--- src/rtl/exp7_pkg.sv ---
// rtl/exp7_pkg.sv - state codes and widths for the experiment 7 control unit
package exp7_pkg;

  localparam int STATE_W = 5;

  localparam logic [STATE_W-1:0] ST_INICIAL        = 5'h00;
  localparam logic [STATE_W-1:0] ST_PREPARACAO     = 5'h01;
  localparam logic [STATE_W-1:0] ST_INICIO_RODADA  = 5'h02;
  localparam logic [STATE_W-1:0] ST_MOSTRA_LED     = 5'h03;
  localparam logic [STATE_W-1:0] ST_PROXIMO_LED    = 5'h04;
  localparam logic [STATE_W-1:0] ST_FIM_EXIBICAO   = 5'h05;
  localparam logic [STATE_W-1:0] ST_ESPERA_JOGADA  = 5'h06;
  localparam logic [STATE_W-1:0] ST_REGISTRA       = 5'h07;
  localparam logic [STATE_W-1:0] ST_COMPARACAO     = 5'h08;
  localparam logic [STATE_W-1:0] ST_PROXIMA_JOGADA = 5'h09;
  localparam logic [STATE_W-1:0] ST_ULTIMA_OK      = 5'h0A;
  localparam logic [STATE_W-1:0] ST_ESPERA_NOVA    = 5'h0B;
  localparam logic [STATE_W-1:0] ST_REGISTRA_NOVA  = 5'h0C;
  localparam logic [STATE_W-1:0] ST_GRAVA          = 5'h0D;
  localparam logic [STATE_W-1:0] ST_PROXIMA_RODADA = 5'h0E;
  localparam logic [STATE_W-1:0] ST_FIM_ACERTOU    = 5'h10;
  localparam logic [STATE_W-1:0] ST_FIM_ERROU      = 5'h11;
  localparam logic [STATE_W-1:0] ST_FIM_TIMEOUT    = 5'h12;

  typedef enum logic [STATE_W-1:0] {
    S_INICIAL        = ST_INICIAL,
    S_PREPARACAO     = ST_PREPARACAO,
    S_INICIO_RODADA  = ST_INICIO_RODADA,
    S_MOSTRA_LED     = ST_MOSTRA_LED,
    S_PROXIMO_LED    = ST_PROXIMO_LED,
    S_FIM_EXIBICAO   = ST_FIM_EXIBICAO,
    S_ESPERA_JOGADA  = ST_ESPERA_JOGADA,
    S_REGISTRA       = ST_REGISTRA,
    S_COMPARACAO     = ST_COMPARACAO,
    S_PROXIMA_JOGADA = ST_PROXIMA_JOGADA,
    S_ULTIMA_OK      = ST_ULTIMA_OK,
    S_ESPERA_NOVA    = ST_ESPERA_NOVA,
    S_REGISTRA_NOVA  = ST_REGISTRA_NOVA,
    S_GRAVA          = ST_GRAVA,
    S_PROXIMA_RODADA = ST_PROXIMA_RODADA,
    S_FIM_ACERTOU    = ST_FIM_ACERTOU,
    S_FIM_ERROU      = ST_FIM_ERROU,
    S_FIM_TIMEOUT    = ST_FIM_TIMEOUT
  } state_e;

endpackage

--- src/rtl/exp7_unidade_controle_if.sv ---
// rtl/exp7_unidade_controle_if.sv - control/status bundle between control unit and datapath
interface exp7_unidade_controle_if;
  import exp7_pkg::*;

  // start request and datapath status
  logic iniciar;
  logic jogada_correta;
  logic enderecoIgualRodada;
  logic fimL;
  logic jogada_feita;
  logic timeout;
  logic leds_fim;

  // datapath control strobes
  logic zeraCR;
  logic zeraE;
  logic contaCR;
  logic contaE;
  logic limpaRC;
  logic registraRC;
  logic zeraLeds;
  logic registraLeds;
  logic contaT;
  logic contaL;
  logic led_selector;
  logic led_turn_off;
  logic ram_enable;

  // game result flags and debug state
  logic pronto;
  logic ganhou;
  logic perdeu;
  logic db_timeout;
  logic [STATE_W-1:0] db_estado;

  modport master (
    input  iniciar, jogada_correta, enderecoIgualRodada, fimL, jogada_feita, timeout, leds_fim,
    output zeraCR, zeraE, contaCR, contaE, limpaRC, registraRC, zeraLeds, registraLeds,
    output contaT, contaL, led_selector, led_turn_off, ram_enable,
    output pronto, ganhou, perdeu, db_timeout, db_estado
  );

  modport slave (
    output iniciar, jogada_correta, enderecoIgualRodada, fimL, jogada_feita, timeout, leds_fim,
    input  zeraCR, zeraE, contaCR, contaE, limpaRC, registraRC, zeraLeds, registraLeds,
    input  contaT, contaL, led_selector, led_turn_off, ram_enable,
    input  pronto, ganhou, perdeu, db_timeout, db_estado
  );

endinterface

--- src/rtl/exp7_unidade_controle.sv ---
// rtl/exp7_unidade_controle.sv - Moore FSM sequencing the memory game; EXP7_UC_TIMEOUT_EN enables move timeout
module exp7_unidade_controle
  import exp7_pkg::*;
(
  input  logic                       clock,
  input  logic                       reset_n,
  exp7_unidade_controle_if.master    uc
);

  state_e state_q, state_d;

  // Timeout only matters when the feature is built in; otherwise waits are unbounded.
  logic timeout_hit;
`ifdef EXP7_UC_TIMEOUT_EN
  assign timeout_hit = uc.timeout;
`else
  assign timeout_hit = 1'b0;
`endif

  // State register; reset lands in inicial so every decoded output drops at once.
  always_ff @(posedge clock or negedge reset_n) begin
    if (!reset_n) state_q <= S_INICIAL;
    else          state_q <= state_d;
  end

  // Next-state logic; iniciar is only honoured in inicial and the terminal states.
  always_comb begin
    state_d = state_q;
    case (state_q)
      S_INICIAL:        if (uc.iniciar) state_d = S_PREPARACAO;
      S_PREPARACAO:     state_d = S_INICIO_RODADA;
      S_INICIO_RODADA:  state_d = S_MOSTRA_LED;
      S_MOSTRA_LED: begin
        if (uc.leds_fim) state_d = uc.enderecoIgualRodada ? S_FIM_EXIBICAO : S_PROXIMO_LED;
      end
      S_PROXIMO_LED:    state_d = S_MOSTRA_LED;
      S_FIM_EXIBICAO:   state_d = S_ESPERA_JOGADA;
      S_ESPERA_JOGADA: begin
        if (uc.jogada_feita)  state_d = S_REGISTRA;
        else if (timeout_hit) state_d = S_FIM_TIMEOUT;
      end
      S_REGISTRA:       state_d = S_COMPARACAO;
      S_COMPARACAO: begin
        if (!uc.jogada_correta)                    state_d = S_FIM_ERROU;
        else if (uc.enderecoIgualRodada && uc.fimL) state_d = S_FIM_ACERTOU;
        else if (uc.enderecoIgualRodada)           state_d = S_ULTIMA_OK;
        else                                       state_d = S_PROXIMA_JOGADA;
      end
      S_PROXIMA_JOGADA: state_d = S_ESPERA_JOGADA;
      S_ULTIMA_OK:      state_d = S_ESPERA_NOVA;
      S_ESPERA_NOVA: begin
        if (uc.jogada_feita)  state_d = S_REGISTRA_NOVA;
        else if (timeout_hit) state_d = S_FIM_TIMEOUT;
      end
      S_REGISTRA_NOVA:  state_d = S_GRAVA;
      S_GRAVA:          state_d = S_PROXIMA_RODADA;
      S_PROXIMA_RODADA: state_d = S_INICIO_RODADA;
      S_FIM_ACERTOU, S_FIM_ERROU, S_FIM_TIMEOUT: begin
        if (uc.iniciar) state_d = S_PREPARACAO;
      end
      default:          state_d = S_INICIAL;
    endcase
  end

  // Output decode from the registered state only.
  always_comb begin
    uc.zeraCR       = 1'b0;
    uc.zeraE        = 1'b0;
    uc.contaCR      = 1'b0;
    uc.contaE       = 1'b0;
    uc.limpaRC      = 1'b0;
    uc.registraRC   = 1'b0;
    uc.zeraLeds     = 1'b0;
    uc.registraLeds = 1'b0;
    uc.contaT       = 1'b0;
    uc.contaL       = 1'b0;
    uc.led_selector = 1'b0;
    uc.led_turn_off = 1'b0;
    uc.ram_enable   = 1'b0;
    uc.pronto       = 1'b0;
    uc.ganhou       = 1'b0;
    uc.perdeu       = 1'b0;
    uc.db_timeout   = 1'b0;
    case (state_q)
      S_PREPARACAO: begin
        uc.zeraCR   = 1'b1;
        uc.zeraE    = 1'b1;
        uc.limpaRC  = 1'b1;
        uc.zeraLeds = 1'b1;
      end
      S_INICIO_RODADA: begin
        uc.zeraE        = 1'b1;
        uc.registraLeds = 1'b1;
        uc.led_selector = 1'b1;
      end
      S_MOSTRA_LED:     uc.contaL = 1'b1;
      S_PROXIMO_LED:    uc.contaE = 1'b1;
      S_FIM_EXIBICAO: begin
        uc.zeraE        = 1'b1;
        uc.limpaRC      = 1'b1;
        uc.registraLeds = 1'b1;
      end
`ifdef EXP7_UC_TIMEOUT_EN
      S_ESPERA_JOGADA:  uc.contaT = 1'b1;
`endif
      S_REGISTRA:       uc.registraRC = 1'b1;
      S_PROXIMA_JOGADA: uc.contaE = 1'b1;
      S_ULTIMA_OK: begin
        uc.contaE  = 1'b1;
        uc.limpaRC = 1'b1;
      end
      S_ESPERA_NOVA: begin
`ifdef EXP7_UC_TIMEOUT_EN
        uc.contaT       = 1'b1;
`endif
        uc.led_turn_off = 1'b1;
      end
      S_REGISTRA_NOVA:  uc.registraRC = 1'b1;
      S_GRAVA:          uc.ram_enable = 1'b1;
      S_PROXIMA_RODADA: uc.contaCR = 1'b1;
      S_FIM_ACERTOU: begin
        uc.pronto = 1'b1;
        uc.ganhou = 1'b1;
      end
      S_FIM_ERROU: begin
        uc.pronto = 1'b1;
        uc.perdeu = 1'b1;
      end
      S_FIM_TIMEOUT: begin
        uc.pronto     = 1'b1;
        uc.perdeu     = 1'b1;
        uc.db_timeout = 1'b1;
      end
      default: ;
    endcase
  end

  assign uc.db_estado = state_q;

endmodule

--- src/flat_wrapper.sv ---
// flat-port wrapper written by rule: the top's interface ports become plain ports
module exp7_unidade_controle_flat import exp7_pkg::*;
  (clock, reset_n, uc_iniciar, uc_jogada_correta, uc_enderecoIgualRodada, uc_fimL, uc_jogada_feita, uc_timeout, uc_leds_fim, uc_zeraCR, uc_zeraE, uc_contaCR, uc_contaE, uc_limpaRC, uc_registraRC, uc_zeraLeds, uc_registraLeds, uc_contaT, uc_contaL, uc_led_selector, uc_led_turn_off, uc_ram_enable, uc_pronto, uc_ganhou, uc_perdeu, uc_db_timeout, uc_db_estado);
  exp7_unidade_controle_if uc_i ();
  input  logic clock;
  input  logic reset_n;
  input wire logic [$bits(uc_i.iniciar)-1:0] uc_iniciar;
  input wire logic [$bits(uc_i.jogada_correta)-1:0] uc_jogada_correta;
  input wire logic [$bits(uc_i.enderecoIgualRodada)-1:0] uc_enderecoIgualRodada;
  input wire logic [$bits(uc_i.fimL)-1:0] uc_fimL;
  input wire logic [$bits(uc_i.jogada_feita)-1:0] uc_jogada_feita;
  input wire logic [$bits(uc_i.timeout)-1:0] uc_timeout;
  input wire logic [$bits(uc_i.leds_fim)-1:0] uc_leds_fim;
  output wire logic [$bits(uc_i.zeraCR)-1:0] uc_zeraCR;
  output wire logic [$bits(uc_i.zeraE)-1:0] uc_zeraE;
  output wire logic [$bits(uc_i.contaCR)-1:0] uc_contaCR;
  output wire logic [$bits(uc_i.contaE)-1:0] uc_contaE;
  output wire logic [$bits(uc_i.limpaRC)-1:0] uc_limpaRC;
  output wire logic [$bits(uc_i.registraRC)-1:0] uc_registraRC;
  output wire logic [$bits(uc_i.zeraLeds)-1:0] uc_zeraLeds;
  output wire logic [$bits(uc_i.registraLeds)-1:0] uc_registraLeds;
  output wire logic [$bits(uc_i.contaT)-1:0] uc_contaT;
  output wire logic [$bits(uc_i.contaL)-1:0] uc_contaL;
  output wire logic [$bits(uc_i.led_selector)-1:0] uc_led_selector;
  output wire logic [$bits(uc_i.led_turn_off)-1:0] uc_led_turn_off;
  output wire logic [$bits(uc_i.ram_enable)-1:0] uc_ram_enable;
  output wire logic [$bits(uc_i.pronto)-1:0] uc_pronto;
  output wire logic [$bits(uc_i.ganhou)-1:0] uc_ganhou;
  output wire logic [$bits(uc_i.perdeu)-1:0] uc_perdeu;
  output wire logic [$bits(uc_i.db_timeout)-1:0] uc_db_timeout;
  output wire logic [$bits(uc_i.db_estado)-1:0] uc_db_estado;
  assign uc_i.iniciar = uc_iniciar;
  assign uc_i.jogada_correta = uc_jogada_correta;
  assign uc_i.enderecoIgualRodada = uc_enderecoIgualRodada;
  assign uc_i.fimL = uc_fimL;
  assign uc_i.jogada_feita = uc_jogada_feita;
  assign uc_i.timeout = uc_timeout;
  assign uc_i.leds_fim = uc_leds_fim;
  assign uc_zeraCR = uc_i.zeraCR;
  assign uc_zeraE = uc_i.zeraE;
  assign uc_contaCR = uc_i.contaCR;
  assign uc_contaE = uc_i.contaE;
  assign uc_limpaRC = uc_i.limpaRC;
  assign uc_registraRC = uc_i.registraRC;
  assign uc_zeraLeds = uc_i.zeraLeds;
  assign uc_registraLeds = uc_i.registraLeds;
  assign uc_contaT = uc_i.contaT;
  assign uc_contaL = uc_i.contaL;
  assign uc_led_selector = uc_i.led_selector;
  assign uc_led_turn_off = uc_i.led_turn_off;
  assign uc_ram_enable = uc_i.ram_enable;
  assign uc_pronto = uc_i.pronto;
  assign uc_ganhou = uc_i.ganhou;
  assign uc_perdeu = uc_i.perdeu;
  assign uc_db_timeout = uc_i.db_timeout;
  assign uc_db_estado = uc_i.db_estado;
  exp7_unidade_controle u_core (.clock(clock), .reset_n(reset_n), .uc(uc_i));
endmodule
--- config.mk ---
export PLATFORM = sky130hd
export DESIGN_NAME = exp7_unidade_controle_flat
export DESIGN_NICKNAME = d
export VERILOG_FILES = /design/src/rtl/exp7_pkg.sv /design/src/rtl/exp7_unidade_controle_if.sv /design/src/rtl/exp7_unidade_controle.sv /design/src/flat_wrapper.sv
export SDC_FILE = /design/constraint.sdc
export NUM_CORES = 1
export LEC_CHECK = 0
export CAP_MARGIN = 20
export CELL_PAD_IN_SITES_DETAIL_PLACEMENT = 0
export CELL_PAD_IN_SITES_GLOBAL_PLACEMENT = 1
export CORE_ASPECT_RATIO = 1.5
export CORE_MARGIN = 10
export CORE_UTILIZATION = 26
export DETAILED_ROUTE_END_ITERATION = 16
export PLACE_DENSITY_LB_ADDON = 0.1
export RECOVER_POWER = 100
export SLEW_MARGIN = 20
export SYNTH_ARGS = -nofsm -noshare
export SYNTH_HDL_FRONTEND = slang
export SYNTH_SLANG_ARGS = --single-unit
--- constraint.sdc ---
create_clock -name clock -period 2 [get_ports clock]
set_input_delay 0.4 -clock clock [delete_from_list [all_inputs] [get_ports clock]]
set_output_delay 0.4 -clock clock [all_outputs]
set_load 0.03 [all_outputs]
## Yosys cells after proc, flatten, opt, wreduce, memory -nomap -nowiden

Index checks and enable logic that the tools add are counted.
Widths: inputs -> output; s select.

| operators by class | value |
|---|---|
| eq/ne operators | 21 |
| multiplexer cells | 24 |
| reductions and logical operators | 14 |

Operator list:

| cell | number |
|---|---|
| $pmux 5 s12 | 1 |
| $eq 5x4->1 const B | 7 |
| $mux 5 | 6 |
| $eq 5x3->1 const B | 4 |
| $mux 1 | 16 |
| $eq 5x5->1 const B | 3 |
| $reduce_or 2->1 | 6 |
| $reduce_or 3->1 | 4 |
| $eq 5x2->1 const B | 2 |
| $ne 2x2->1 const B | 3 |
| $eq 5x1->1 const B | 1 |
| $logic_not 5->1 | 1 |
| $reduce_and 4->1 | 1 |
| $reduce_or 4->1 | 1 |
| $mux 2 | 1 |
| $ne 2x1->1 const B | 1 |
| $logic_and 1x1->1 | 1 |

| word-level totals | value |
|---|---|
| flip-flop bits (word level) | 5 |
| input bits | 9 |

## Logic depth before layout (Yosys ltp)

Gate-level depths: netlist of the first run.

| depth | value |
|---|---|
| word-level depth | 4 |
| mapped depth | 6 |

## Worst setup path after synthesis of the first run

No wires, ideal clock.

| timing path | value |
|---|---|
| kind | register -> output |
| from | register u_core.state_q[3] (netlist: u_core.uc.db_estado[3]) |
| to | output uc_zeraLeds |
| data arrival time | 2.250 ns |
| path slack | -0.650 ns |
| cell stages (with the launch flop) | 5 |
| path buffers | 3 |
| cells stage by stage | dfrtp_1 > buf_2 > buf_1 > nor4_1 > buf_4 |

| between the ends | value |
|---|---|
| cells in the longest elaborated chain, start to end | 2 |

Ends and longest elaborated chain:

| element | RTL line | text |
|---|---|---|
| start, declared | exp7_unidade_controle.sv:10 | `state_e state_q, state_d;` |
| start signal, assigned | exp7_unidade_controle.sv:23 | `else state_q <= state_d;` |
| $eq 5x1->1 | n/a |  |
| $mux 1 | n/a |  |
| end, declared | flat_wrapper.sv:20 | `output wire logic [$bits(uc_i.zeraLeds)-1:0] uc_zeraLeds;` |

No other way between the ends.

## Worst setup path in the final report of the first run

| timing path | value |
|---|---|
| from | register u_core.state_q[2] (netlist: u_core.uc.db_estado[2]) |
| to | output uc_zeraE |

| between the ends | value |
|---|---|
| cells in the longest elaborated chain, start to end | 3 |
| elaborated cells on any way between the ends | 5 |
| those cells by class | eq/ne (3); mux (1); reduce/logical (1) |

Ends and longest elaborated chain:

| element | RTL line | text |
|---|---|---|
| $eq 5x1->1 (tied with other cells) | exp7_unidade_controle.sv:84 | `case (state_q)` |
| $reduce_or 3->1 (no line) * | n/a |  |
| $mux 1 * | exp7_unidade_controle.sv:84 |  |
| end, declared | flat_wrapper.sv:15 | `output wire logic [$bits(uc_i.zeraE)-1:0] uc_zeraE;` |

Mark *: on every way between the ends. The rest lies on a longest branch, timed or not.

==> run summary, run 1 <==
share of layout cells above drive strength 1: 30.0%
post-CTS resize count: 2
H-Tree Depth: 1
GRT overflow: 0
clk_lat worst skew: 0.24 ns
max cap viols: 0
WP data required: 1.60 ns
Top cell by count, worst path: buf_4
Worst Hold Class: primary input to async pin
Slowest cell on crit path: dfrtp_2
clk root buf: clkbuf_4
Finished Layout Cells: 143
peak fanout along the critical path: 9
Setup Viol. Count Final: 0
Post-CTS Repair Setup Buffers: 0
synth warn: 0
crit-path cells: buf_4 -> nand3b_1 -> a211oi_2 -> buf_4
IO Pins: 31
residual DRC count: 0
Max Slew Vio Count: 0
total chip power: 1.62 mW
DIE AREA: 4710 um^2
Num CTS Buffers: 3
Routed Antenna Nets: 0
Tmin final: 1.90 ns
crit-path max cell delay: 0.44 ns
Wirelength per Cell: 14.8 um
RD Place Congestion: 0.773
initial antenna violation count: 0
Seq cells post-synth: 5
crit path kind: flip-flop to primary output
IO buf count: 28
Via density: 5.19
Layout Skew: 0.000979 ns
Cell variety after synth: 34
Total GRT Usage: 9.27%
Worst EP arrival: 1.50 ns
syn avg cell area: 6.68 um^2
max reg flops: 5
Layout area overhead: 54.3%
row count: 21
first-pass GRT wire length: 3570 um
fmax: 0.526 GHz
clock buffer depth: 2
Hold-fix buffers, CTS: 0
CTS tree: done
syn_nets: 100
clock-pin slew on the worst setup and hold paths: 0.04 ns
Mapped Area: 608 um^2
largest net degree at the start of global routing: 17
critical path startpoint category: flip-flop
Inst Count DP: 139
Initial Utilization: 27.2%
Leak: 0.425 nW
dpl hpwl: 1770 um
Critical Path Sink Type: primary output
Fin. Hold Viols: 0
Via Count: 742
Seq/Total Area, Yosys: 20.6%
RSZ-0062 raised after global routing: no
Ant. Diodes: 0
Die Wd: 59.5 um
Sink Count: 5
TritonRoute pass-1 iters: 4
core box area: 2230 um^2
Total Wirelength: 2110 um
Layout Nets: 130
final hold slack: 0.445 ns
status: finished, final reports clean
Max IR drop VDD: 0.000854 V
Worst Path Buf+Inv: 2
Die Span Y: 79.2 um
Post-Synthesis Cells: 91
CP top delay family: flip-flops
period utilisation layout: 95.1%
vias in the first global route: 765
Pwr Density: 1720 nW/um^2
initial DRC count: 10
cell usage in the layout (no fill, tap or decap), drive strengths merged:
master / synthesis / final
o311a: 1 / 1
clkbuf: 4 / 8
nor2b: 4 / 4
buf: 7 / 20
a211o: 1 / 1
and3: 5 / 5
o211ai: 1 / 1
a211oi: 2 / 2
o22a: 1 / 1
o21ai: 5 / 5
nand3: 2 / 2
nand2b: 3 / 3
dfrtp: 5 / 5
and2: 1 / 1
inv: 1 / 1
a21o: 1 / 1
nor2: 12 / 12
o31ai: 1 / 1
clkdlybuf4s50: 0 / 6
xor2: 1 / 1
or3: 1 / 1
a21oi: 7 / 7
nand4b: 1 / 1
nand3b: 4 / 4
or3b: 1 / 1
mux2i: 1 / 1
dlygate4sd2: 0 / 1
nor4: 1 / 1
nand2: 9 / 9
a31oi: 1 / 1
nor3b: 1 / 1
a22oi: 1 / 1
nor3: 4 / 4
conb: 1 / 1
dlygate4sd3: 0 / 5
through the flow:
stage / setup TNS (ns) / cell area (um^2) / setup slack [ns] / utilization (%)
after detailed placement: 0 / 928 / 0.197 / 41.6
after global placement: 0 / 928 / 0.211 / 41.6
after floorplan: -0.339 / 656 / -0.136 / -
after CTS: 0 / 955 / 0.0270 / 42.7
after global routing: 0 / 938 / 0.00559 / 42.0
final: 0 / 938 / 0.0972 / 42.0
cells in the mapped netlist, drive strengths merged:
cell type,instances,area [um^2]
nor3b,1,7.51
nand2b,3,18.8
or3b,1,8.76
a21o,1,7.51
and3,5,31.3
a21oi,7,35.0
dfrtp,5,125
inv,1,3.75
xor2,1,8.76
a211oi,2,15.0
a22oi,1,7.51
and2,1,6.26
o211ai,1,12.5
mux2i,1,10.0
clkbuf,4,15.0
o22a,1,8.76
buf,7,40.0
o311a,1,10.0
nor2,12,45.0
nor3,4,20.0
nand3b,4,30.0
o21ai,5,25.0
nand2,9,33.8
or3,1,6.26
a31oi,1,6.26
conb,1,3.75
nor4,1,6.26
nand4b,1,8.76
nand3,2,10.0
nor2b,4,25.0
a211o,1,8.76
o31ai,1,7.51
worst paths after layout:
| kind | cells after the start | from | slack (ns) | end |
|---|---|---|---|---|
| min in group clock | 2 | u_core.uc.db_estado[0] | 0.58 | u_core.uc.db_estado[0] |
| worst min-delay path | 1 | reset_n | 0.45 | u_core.uc.db_estado[4] |
| worst min register to register | 2 | u_core.uc.db_estado[0] | 0.58 | u_core.uc.db_estado[0] |
| worst max-delay path | 4 | u_core.uc.db_estado[2] | 0.1 | uc_zeraE |
| max in group asynchronous | 1 | reset_n | 1.36 | u_core.uc.db_estado[0] |
| worst max register to register | 6 | u_core.uc.db_estado[1] | 0.23 | u_core.uc.db_estado[2] |
power breakdown:
| part | total [mW] | internal, mW | switching, mW |
|---|---|---|---|
| combinational | 1.26 | 0.487 | 0.778 |
| sequential | 0.241 | 0.151 | 0.0902 |
| clock | 0.112 | 0.0752 | 0.0373 |
layer usage:
layer | track usage, % | vias up | part of all wire (%)
li1 | - | 377 | -
met1 | 10.5 | 345 | 39
met2 | 15.6 | 18 | 54
met3 | 1.91 | 2 | 5.9
met4 | 4.61 | 0 | 0.57
met5 | 0 | - | 0
kinds of logic (layout without fill, tap and decap cells):
| kind of cell | after synthesis | after routing | synth area share (%) |
|---|---|---|---|
| xor gates and xnor gates | 1 | 1 | 1.44 |
| buffers and inverters | 12 | 41 | 9.67 |
| and+or+nand+nor | 49 | 49 | 42.4 |
| other | 1 | 1 | 0.617 |
| muxes | 1 | 1 | 1.65 |
| AOI/OAI and AO/OA | 22 | 22 | 23.7 |
| DFF | 5 | 5 | 20.6 |
final cells by class:
cell class | count | area [um^2]
fillers | 260 | 1290
clock buffers | 4 | 26.3
multi-input cells | 74 | 465
well taps | 23 | 28.8
repair buffers | 36 | 285
inverters | 1 | 3.75
flip-flops and latches | 5 | 129
No activity file was read; power rests on OpenSTA's default activity.
==> run 2: changes to the inputs <==
Settings changed: CAP_MARGIN 20 to not set.
Clock period 2 ns to 1.9 ns, I/O delays scaled along.
==> run summary, run 2 (synthesis results as in run 1) <==
largest net degree at the start of global routing: 22 (+5)
Worst EP arrival: 1.50 ns (about the same)
initial DRC count: 25 (+15)
Die Span Y: 79.2 um (unchanged)
RSZ-0062 raised after global routing: yes
Fin. Hold Viols: 0 (unchanged)
DP Worst Slack: 0.0862 ns (-0.110 ns)
IO Pins: 31 (unchanged)
Sink Count: 5 (unchanged)
clk root buf: clkbuf_4
period utilisation layout: 99.1%
Layout Skew: 0.00248 ns (+0.00150 ns)
TritonRoute pass-1 iters: 4 (unchanged)
fmax: 0.531 GHz
worst reg2reg path depth: 7 (+1)
Register-to-Register Setup Slack: 0.14 ns (-0.09 ns)
WP data required: 1.52 ns (-0.08 ns)
Initial Utilization: 27.2% (unchanged)
RR Startpoint: u_core.uc.db_estado[2]
crit path kind: flip-flop to primary output
FF-to-FF End: u_core.uc.db_estado[2]
IO buf count: 28 (unchanged)
Setup WS post-layout: 0.0170 ns (-0.0801 ns)
commonest non-fill, non-tap cell in the layout: buf_4
Via density: 5.06 (-2.6%)
row count: 21 (unchanged)
GRT overflow: 0 (unchanged)
Ant. Diodes: 0 (unchanged)
Num CTS Buffers: 3 (unchanged)
clock-pin slew on the worst setup and hold paths: 0.04 ns (about the same)
H-Tree Depth: 1 (unchanged)
max cap viols: 0 (unchanged)
core box area: 2230 um^2 (unchanged)
Critical Path Sink Type: primary output
share of layout cells above drive strength 1: 47.4% (+17 points)
Setup Viol. Count Final: 0 (unchanged)
Pwr Density: 1910 nW/um^2 (+11%)
max reg flops: 5 (unchanged)
first-pass GRT wire length: 3800 um (+6.6%)
Via Count: 809 (+9.0%)
setup TNS: 0 ns (unchanged)
Layout Nets: 147 (+13%)
clk_lat worst skew: 0.24 ns (about the same)
Die Wd: 59.5 um (unchanged)
number of fill cells: 225 (-13%)
Wirelength per Cell: 15.0 um (+1.9%)
peak fanout along the critical path: 6 (-3)
vias in the first global route: 789 (+3.1%)
Layout area overhead: 101%
Leak: 0.556 nW (+31%)
Routed Antenna Nets: 0 (unchanged)
Tmin final: 1.88 ns
residual DRC count: 0 (unchanged)
Max IR drop VDD: 0.000888 V (+3.9%)
commonest non-fill, non-tap cells in the layout: buf_4, buf_6, nand2_1
CTS tree: done
dpl hpwl: 1740 um (-2.0%)
DIE AREA: 4710 um^2 (unchanged)
clock buffer depth: 2 (unchanged)
Max Slew Vio Count: 0 (unchanged)
Total GRT Usage: 9.71% (+0.45 points)
Worst Hold Class: primary input to async pin
status: finished, final reports clean
initial antenna violation count: 0 (unchanged)
RD Place Congestion: 0.796 (+2.9%)
Total Wirelength: 2410 um (+14%)
critical path startpoint category: flip-flop
## run 2: what timing repair did
item                                    in CTS  in global routing
gates cloned                                 0                  2
resized for setup                            6                 21
hold buffers                                 0                  0
pin swaps                                    1                  4
buffers inserted                             0                 13
endpoints found under the setup margin       7                 12
## run 2: how the worst max path moves through the flow
stage                                      start               to  slack [ns]  cells past startpoint
after detailed placement  u_core.uc.db_estado[0]  uc_led_selector        0.09                      3
after global placement    u_core.uc.db_estado[0]  uc_led_selector        0.10                      3
final                     u_core.uc.db_estado[2]         uc_zeraE        0.02                      4
after global routing      u_core.uc.db_estado[2]         uc_zeraE       -0.05                      4
after floorplan           u_core.uc.db_estado[0]      uc_zeraLeds       -0.04                      4
after CTS                 u_core.uc.db_estado[2]  uc_registraLeds       0.003                      4
## run 2: cell type report
cell class | instances | area, um^2 | share of cell area, %
clock buffers | 4 | 26.3 | 2.15
inverters | 1 | 6.26 | 0.512
multi-input cells | 74 | 524 | 42.9
flip-flops and latches | 5 | 128 | 10.4
well taps | 23 | 28.8 | 2.35
repair buffers | 53 | 509 | 41.7
## run 2: report_power, final
group	leakage, nW	switching [mW]	internal [mW]
registers	0.0599	0.0377	0.157
clock network	0.0150	0.0404	0.0792
logic	0.481	1.06	0.960
## run 2: critical path, cell delays in order (launching register included)
cell and delay (ns):
dfrtp_2 0.41, buf_8 0.14, nand3b_1 0.26, a211oi_4 0.29, buf_6 0.16
## run 2: through the flow
step / cells / utilization [%] / hold WS (ns) / total power [mW] / instance area [um^2]
CTS: 145 / 45.7 / 0.353 / 1.93 / 1020
floorplan: 91 / - / 0.0844 / 1.26 / 696
global route: 160 / 54.7 / 0.421 / 2.52 / 1220
detailed placement: 141 / 44.1 / 0.608 / 1.79 / 986
finish: 160 / 54.7 / 0.423 / 2.33 / 1220
global placement: 141 / 44.1 / 0.605 / 1.78 / 986
## run 2: per-layer routing
layer	vias up	global-route usage [%]	part of all wire, %
met3	2	2.23	5.2
met5	-	0	0
met1	375	11.4	41
met2	19	16.7	53
met4	0	2.76	0.58
li1	413	-	-
